<file path="config.mk">
export PLATFORM = sky130hd
export DESIGN_NAME = hazard_stall_ctrl
export DESIGN_NICKNAME = d
export VERILOG_FILES = /design/src/rtl/hazard_stall_ctrl.sv
export SDC_FILE = /design/constraint.sdc
export NUM_CORES = 1
export LEC_CHECK = 0
export ABC_AREA = 1
export CAP_MARGIN = 30
export CORE_UTILIZATION = 30
export CTS_CLUSTER_SIZE = 8
export DETAILED_ROUTE_END_ITERATION = 7
export PLACE_DENSITY = 0.82
export SLEW_MARGIN = 20
export SYNTH_ARGS = -nofsm -noshare
export SYNTH_HDL_FRONTEND = slang
export SYNTH_SLANG_ARGS = --single-unit
</file>
<file path="constraint.sdc">
create_clock -name clk -period 1.1 [get_ports clk]
set_input_delay 0.22 -clock clk [delete_from_list [all_inputs] [get_ports clk]]
set_output_delay 0.22 -clock clk [all_outputs]
set_load 0.01 [all_outputs]
</file>
<file path="src/rtl/hazard_stall_ctrl.sv">
// hazard_stall_ctrl: pipeline interlock controller for a 5-stage MIPS-style core.
// Detects load-use and jr operand hazards, sequences multi-cycle stalls through a
// small FSM (IDLE / STALL / MULDIV), and arbitrates flushes from taken branches
// and jumps. The multi-cycle mult/div tracking (MULDIV state, busy counter and
// MulDiv_Busy) is only built when HAZARD_MULDIV_EN is defined; otherwise those
// inputs are ignored and MulDiv_Busy is held low.
module hazard_stall_ctrl #(
  parameter int MULDIV_LATENCY = 32
) (
  input  logic       clk,
  input  logic       reset,
  input  logic [4:0] IFID_RegRsAddr,
  input  logic [4:0] IFID_RegRtAddr,
  input  logic       IFID_UsesRt,
  input  logic [1:0] IFID_PCSrc,
  input  logic       IFID_ReadsHiLo,
  input  logic       IFID_IsMulDiv,
  input  logic       IDEX_MemRead,
  input  logic       IDEX_RegWrite,
  input  logic       IDEX_MulDivStart,
  input  logic [4:0] IDEX_RegWrAddr,
  input  logic       EXMEM_MemRead,
  input  logic [4:0] EXMEM_RegWrAddr,
  input  logic       EX_BranchTaken,
  output logic       PC_Write,
  output logic       IFID_Write,
  output logic       IFID_Flush,
  output logic       IDEX_Flush,
  output logic       MulDiv_Busy,
  output logic [1:0] HazState
);

  typedef enum logic [1:0] {
    ST_IDLE   = 2'b00,
    ST_STALL  = 2'b01,
    ST_MULDIV = 2'b10
  } haz_state_t;

  localparam logic [1:0] PCSRC_JUMP  = 2'b01;
  localparam logic [1:0] PCSRC_JUMPR = 2'b10;

  haz_state_t state_reg;
  logic [1:0] stall_cnt_reg;

  logic load_use;
  logic rs_nonzero;
  logic jr_deep;
  logic jr_shallow;
  logic hazard_any;
  logic hazard_deep;
  logic muldiv_dep;
  logic stall;

  // Operand hazard detection against the instructions sitting in EX and MEM.
  always_comb begin
    rs_nonzero = (IFID_RegRsAddr != 5'd0);
    load_use   = IDEX_MemRead && (IDEX_RegWrAddr != 5'd0) &&
                 ((IDEX_RegWrAddr == IFID_RegRsAddr) ||
                  (IFID_UsesRt && (IDEX_RegWrAddr == IFID_RegRtAddr)));
    // jr resolves its target in ID, so a load still in EX costs two bubbles,
    // while an ALU result in EX or a load in MEM costs one.
    jr_deep    = (IFID_PCSrc == PCSRC_JUMPR) && rs_nonzero &&
                 IDEX_RegWrite && IDEX_MemRead &&
                 (IDEX_RegWrAddr == IFID_RegRsAddr);
    jr_shallow = (IFID_PCSrc == PCSRC_JUMPR) && rs_nonzero &&
                 ((IDEX_RegWrite && !IDEX_MemRead &&
                   (IDEX_RegWrAddr == IFID_RegRsAddr)) ||
                  (EXMEM_MemRead && (EXMEM_RegWrAddr == IFID_RegRsAddr)));
    hazard_deep = jr_deep;
    hazard_any  = load_use || jr_deep || jr_shallow;
  end

`ifdef HAZARD_MULDIV_EN
  logic [5:0] busy_cnt_reg;
  logic       busy_reg;

  // The ID instruction must wait for the HI/LO unit if it reads or reuses it.
  assign muldiv_dep  = IFID_ReadsHiLo || IFID_IsMulDiv;
  assign MulDiv_Busy = busy_reg;
`else
  logic unused_muldiv;

  assign muldiv_dep    = 1'b0;
  assign MulDiv_Busy   = 1'b0;
  assign unused_muldiv = ^{IDEX_MulDivStart, IFID_ReadsHiLo, IFID_IsMulDiv};
`endif

  // Decide whether the front end must hold this cycle, based on FSM state.
  always_comb begin
    stall = 1'b0;
    case (state_reg)
      ST_STALL:  stall = 1'b1;
      ST_MULDIV: stall = muldiv_dep || hazard_any;
      default:   stall = hazard_any;
    endcase
  end

  // Pipeline control outputs: reset, then taken branch, then stall, then jump.
  always_comb begin
    PC_Write   = 1'b1;
    IFID_Write = 1'b1;
    IFID_Flush = 1'b0;
    IDEX_Flush = 1'b0;
    if (reset) begin
      PC_Write   = 1'b1;
      IFID_Write = 1'b1;
    end else if (EX_BranchTaken) begin
      IFID_Flush = 1'b1;
      IDEX_Flush = 1'b1;
    end else if (stall) begin
      PC_Write   = 1'b0;
      IFID_Write = 1'b0;
      IDEX_Flush = 1'b1;
    end else begin
      IFID_Flush = (IFID_PCSrc == PCSRC_JUMP);
    end
  end

  // Stall / mult-div sequencing FSM with its counters.
  always_ff @(posedge clk or posedge reset) begin
    if (reset) begin
      state_reg     <= ST_IDLE;
      stall_cnt_reg <= 2'd0;
`ifdef HAZARD_MULDIV_EN
      busy_cnt_reg  <= 6'd0;
      busy_reg      <= 1'b0;
`endif
    end else begin
      case (state_reg)
        ST_STALL: begin
          // A taken branch squashes the stalled instruction, so stop waiting.
          if (EX_BranchTaken || (stall_cnt_reg <= 2'd1)) begin
            state_reg     <= ST_IDLE;
            stall_cnt_reg <= 2'd0;
          end else begin
            stall_cnt_reg <= stall_cnt_reg - 2'd1;
          end
        end
`ifdef HAZARD_MULDIV_EN
        ST_MULDIV: begin
          // The unit keeps running regardless of branches; leave when it drains.
          if (busy_cnt_reg <= 6'd1) begin
            state_reg    <= ST_IDLE;
            busy_cnt_reg <= 6'd0;
            busy_reg     <= 1'b0;
          end else begin
            busy_cnt_reg <= busy_cnt_reg - 6'd1;
          end
        end
`endif
        default: begin
          state_reg     <= ST_IDLE;
          stall_cnt_reg <= 2'd0;
`ifdef HAZARD_MULDIV_EN
          if (IDEX_MulDivStart) begin
            state_reg    <= ST_MULDIV;
            busy_cnt_reg <= 6'(MULDIV_LATENCY - 1);
            busy_reg     <= 1'b1;
          end else
`endif
          if (!EX_BranchTaken && hazard_deep) begin
            state_reg     <= ST_STALL;
            stall_cnt_reg <= 2'd1;
          end
        end
      endcase
    end
  end

  assign HazState = state_reg;

endmodule

</file>
### After elaboration in Yosys (flattened, before gate mapping)

Cells that the tools add are included.

| storage, ports and cells | value |
|---|---|
| bits of input ports | 32 |
| register bits | 4 |
| word-level logic and storage cells | 47 |
| output and inout bits | 7 |

| operators by class | value |
|---|---|
| reduce and logical (&&, ||, !) cells | 21 |
| equality and inequality tests | 7 |
| add/sub/neg operators | 1 |
| mux-type cells | 15 |
| order comparisons | 1 |

Operators by type and width:

| operator | number |
|---|---|
| $eq 5x5->1 | 3 |
| $logic_and 1x1->1 | 12 |
| $mux 1 | 11 |
| $reduce_bool 5->1 | 2 |
| $mux 2 | 4 |
| $logic_or 1x1->1 | 5 |
| $eq 2x1->1 const B | 2 |
| $eq 2x2->1 const B | 1 |
| $le 2x1->1 const B | 1 |
| $logic_not 1->1 | 2 |
| $ne 2x2->1 const B | 1 |
| $sub 2x1->2 const B | 1 |

### Logic depth before layout (Yosys ltp)

| logic depth | value |
|---|---|
| word-level depth | 11 |
| mapped depth | 10 |
| mapped depth without buffers | 10 |

### Worst setup path after synthesis

Ideal clock, no wire load.

| path | value |
|---|---|
| path type | in2out |
| start point | input IFID_RegRsAddr[4] |
| end point | output PC_Write |
| cell stages on the path | 10 |
| path buffers | 1 |
| data required time | 0.880 ns |
| path slack | -0.185 ns |
| arrival | 1.065 ns |
| cells stage by stage | inv_1 nand2_1 nand2_1 nor2_2 nand4_1 nand2_1 nand2_1 nand2_1 nand3_1 buf_4 |

| between the ends | value |
|---|---|
| cells in the longest elaborated chain, start to end | 11 |
| elaborated cells between the ends (all ways) | 19 |
| those cells by class | eq/ne (2); mux (4); reduce/logical (13) |

RTL lines:

| item | RTL line | source |
|---|---|---|
| start, declared | 12 | `input logic [4:0] IFID_RegRsAddr,` |
| $reduce_bool 5->1 | 56 | `rs_nonzero = (IFID_RegRsAddr != 5'd0);` |
| $logic_and 1x1->1 | 62, 65 |  |
| $logic_and 1x1->1 | 62 | `jr_deep = (IFID_PCSrc == PCSRC_JUMPR) && rs_nonzero &&` |
| $logic_and 1x1->1 (2 in series) | 63 | `IDEX_RegWrite && IDEX_MemRead &&` |
| $logic_or 1x1->1 | 70 | `hazard_any = load_use \|\| jr_deep \|\| jr_shallow;` |
| $logic_or 1x1->1 (*) | 70 |  |
| $mux 1 (*) | 91 | `case (state_reg)` |
| $mux 1 (*) (3 in series) | -- |  |
| end, declared | 25 | `output logic PC_Write,` |

Mark *: on every way between the ends. The rest lies on a longest branch, timed or not.

### Worst setup path after layout

| path | value |
|---|---|
| start point | input IDEX_RegWrAddr[0] |
| end point | output IFID_Flush |

| between the ends | value |
|---|---|
| cells in the longest elaborated chain, start to end | 10 |
| elaborated cells between the ends (all ways) | 17 |
| those cells by class | eq/ne (2); mux (4); reduce/logical (11) |

RTL lines:

| item | RTL line | source |
|---|---|---|
| start, declared | 21 | `input logic [4:0] IDEX_RegWrAddr,` |
| $eq 5x5->1 | 59 | `(IFID_UsesRt && (IDEX_RegWrAddr == IFID_RegRtAddr)));` |
| $logic_and 1x1->1 | 59 |  |
| $logic_or 1x1->1 | 58 | `((IDEX_RegWrAddr == IFID_RegRsAddr) \|\|` |
| $logic_and 1x1->1 | 57 | `load_use = IDEX_MemRead && (IDEX_RegWrAddr != 5'd0) &&` |
| $logic_or 1x1->1 | 70 |  |
| $logic_or 1x1->1 (*) | 70 |  |
| $mux 1 (*) | 91 |  |
| $mux 1 (*) | 110 | `end else if (stall) begin` |
| $mux 1 (*) | 107 | `end else if (EX_BranchTaken) begin` |
| $mux 1 (*) | 104 | `if (reset) begin` |
| end, declared | 27 | `output logic IFID_Flush,` |

Marks and branches as above.

==> impl_metrics.yaml <==
run_status:
  status: "finished with violations"
  violations: "negative setup slack"
timing:
  fin_crit_ns: 1.44
  worst_slack_ns: -0.338
  timing.fmax_mhz: 696
  rsz0062_at_grt: "true"
  fin_setup_tns_ns: -1.22
  hold_viol_final: 0
  clock_skew_ns: 0.00343
  min_period_over_period: 1.31
  whs_ns: 0.329
  setup_violations: 5
  drv_slew: 0
setup_path:
  arrival_ns: 1.22
  worstPathMaxFanout: 3
  cp-end-kind: "output port"
  required_ns: 0.88
  critical_path.startpoint_type: "input pin"
  crit_type: "in2out"
yosys:
  avgSynthCellArea_um2: 5.22
  synth_most_common_cell: "nand2_1"
  seq_area_frac_synth: 0.140
  synth-xor-area-share: 0.0326
  synth-seq-cells: 3
  netlist_instances: 103
  ys_types: 22
  synth_flop_cell: "dfrtp_1"
  mappedNetlistArea_um2: 538
  synth_top_family_by_area: "simple AND/OR/NAND/NOR gates"
  yosysWarnings: 0
  synthArstFlopShare: 1.00
  synth_common_cells: "36 x nand2_1, 18 x inv_1, 10 x nor2_1"
  synth_area_leader_cell: "nand2_1"
  synth-simple-area-share: 0.507
  synth-compound-area-share: 0.0884
  muxShareOfSynthArea: 0
  synth_fa_ha_area_frac: 0.0233
  ys_top_cells_by_area: "nand2_1 25%, dfrtp_1 14%, inv_1 13%"
  synth-edff-count: 0
  synth_top_area_share: 0.251
layout:
  multi_input_area_um2: 452
  regArea_um2: 75.1
  antenna_cells: 0
  num-nets-final: 179
  areaGrowthSynthToFinish_pct: 100
  fillers: 137
  largest_register_ffs: 2
  final_layout_size_suffix_gt1_frac: 0.497
  post-route-cell-area_um2: 1080
  finalNonFillerCells: 169
  postLayoutCoreUtil: 0.677
routing:
  firstDrtPassIters: 4
  drc: 0
  totalWireLength_um: 1680
  viasPerCell: 4.57
  wire_per_inst_um: 9.95
  drt_iter0_drc: 13
  vias: 773
  ant_nets: 0
grt:
  grt_pass1_vias: 718
  top_usage_layer: "met2"
  overflow: 0
  grt_max_degree: 5
  use_met1: 0.239
  antenna_found_initial: 0
  grt_pass1_wl_um: 2790
  grtUsageMet3: 0.0408
  grtUsageTotal: 0.187
  grt_use_met2: 0.315
floorplan:
  fp.dieArea_um2: 1970
  die_h_um: 44.4
  core_um2: 1590
  start_util: 0.338
  rows: 14
  io_pins: 39
  die_w_um: 44.4
placement:
  place_worst_setup_slack_ns: -1.19
  placed_cell_area_um2: 978
  io_buffer_count: 33
  hpwlAfterDp_um: 1260
  place_congestion: 0.775
  dpl.cell_count: 164
power_and_ir_drop:
  p_leak_nw: 0.601
  p_per_area_nw_per_um2: 580
  peakVddDrop_mv: 0.549
  power.total_mw: 0.626
clocking:
  cts_hold_buf: 0
  tritoncts: "built"
  cts_buffer_depth: 2
  worstSkewPairLatency_ns: 0.24
  numCtsBuffers: 3
  clkSlewWorstSetupHoldPaths_ns: 0.04
  clock-sinks: 3
  cts_htree_levels: 1
  cts_root_buffer: "clkbuf_4"
job:
  drv_cap: 0
min_path:
  min_path_type: "in2async"
==> placed cells by master, fill, tap and decap left out, drive strengths merged, types with 2 or more instances in the layout <==
master         count
dlygate4sd2        5
inv               23
nand2             39
clkdlybuf4s50      2
a21oi              2
nand3              6
conb               2
nand4              3
clkbuf            12
dfrtp              3
buf               22
o21ai              4
nor2              12
clkdlybuf4s15      3
==> per-layer routing <==
metal / routed length, um / vias to the layer above / share of wire
met5: 0 / - / 0
met4: 17 / 0 / 0.010
met3: 92 / 2 / 0.055
met2: 877 / 31 / 0.52
met1: 695 / 346 / 0.41
li1: - / 394 / -
==> kinds of logic (layout without fill, tap and decap cells) <==
family	count (synthesis)	count (layout)
simple gates	62	62
buf+inv	26	67
compound gates	8	8
flops	3	3
xor+xnor	2	2
fa+ha+maj	1	1
other cells	1	2
==> where the power goes <==
| part | switching, mW | internal (mW) | total (mW) |
|---|---|---|---|
| combinational | 0.154 | 0.162 | 0.316 |
| sequential | 0.000148 | 0.111 | 0.111 |
| clock | 0.0617 | 0.136 | 0.198 |
==> worst paths after layout <==
path	startpoint	endpoint	slack [ns]	depth (start not counted)
worst max-delay path	IDEX_RegWrAddr[0]	IFID_Flush	-0.34	9
worst min-delay path	reset	HazState[0]$_DFFE_PP0P_	0.33	3
worst max register to register	stall_cnt_reg[0]$_DFF_PP0_	stall_cnt_reg[0]$_DFF_PP0_	0.09	4
worst min register to register	stall_cnt_reg[0]$_DFF_PP0_	stall_cnt_reg[0]$_DFF_PP0_	0.47	1
max in group asynchronous	reset	stall_cnt_reg[0]$_DFF_PP0_	0.67	3
min in group clk	stall_cnt_reg[0]$_DFF_PP0_	stall_cnt_reg[0]$_DFF_PP0_	0.47	1
==> layout make-up <==
type | instances | share of cell area
Clock buffer | 4 | 0.0244
Sequential cell | 3 | 0.0696
Multi-Input combinational cell | 75 | 0.419
Timing Repair Buffer | 40 | 0.345
Inverter | 23 | 0.115
Tap cell | 24 | 0.0278
==> critical path, cell delays in order <==
cell	delay (ns)
buf_8	0.11
inv_6	0.05
nand4_1	0.09
o21ai_1	0.15
inv_1	0.10
a21oi_4	0.16
nand2_4	0.08
a21oi_2	0.11
buf_2	0.14
==> repair_timing <==
action                                  CTS  global route
endpoints found under the setup margin    7             7
cloned                                    0             0
pin swaps                                33            29
setup buffers                             5             1
resized for setup                       107            47
Note: power is estimated with default switching activity, not from simulation.
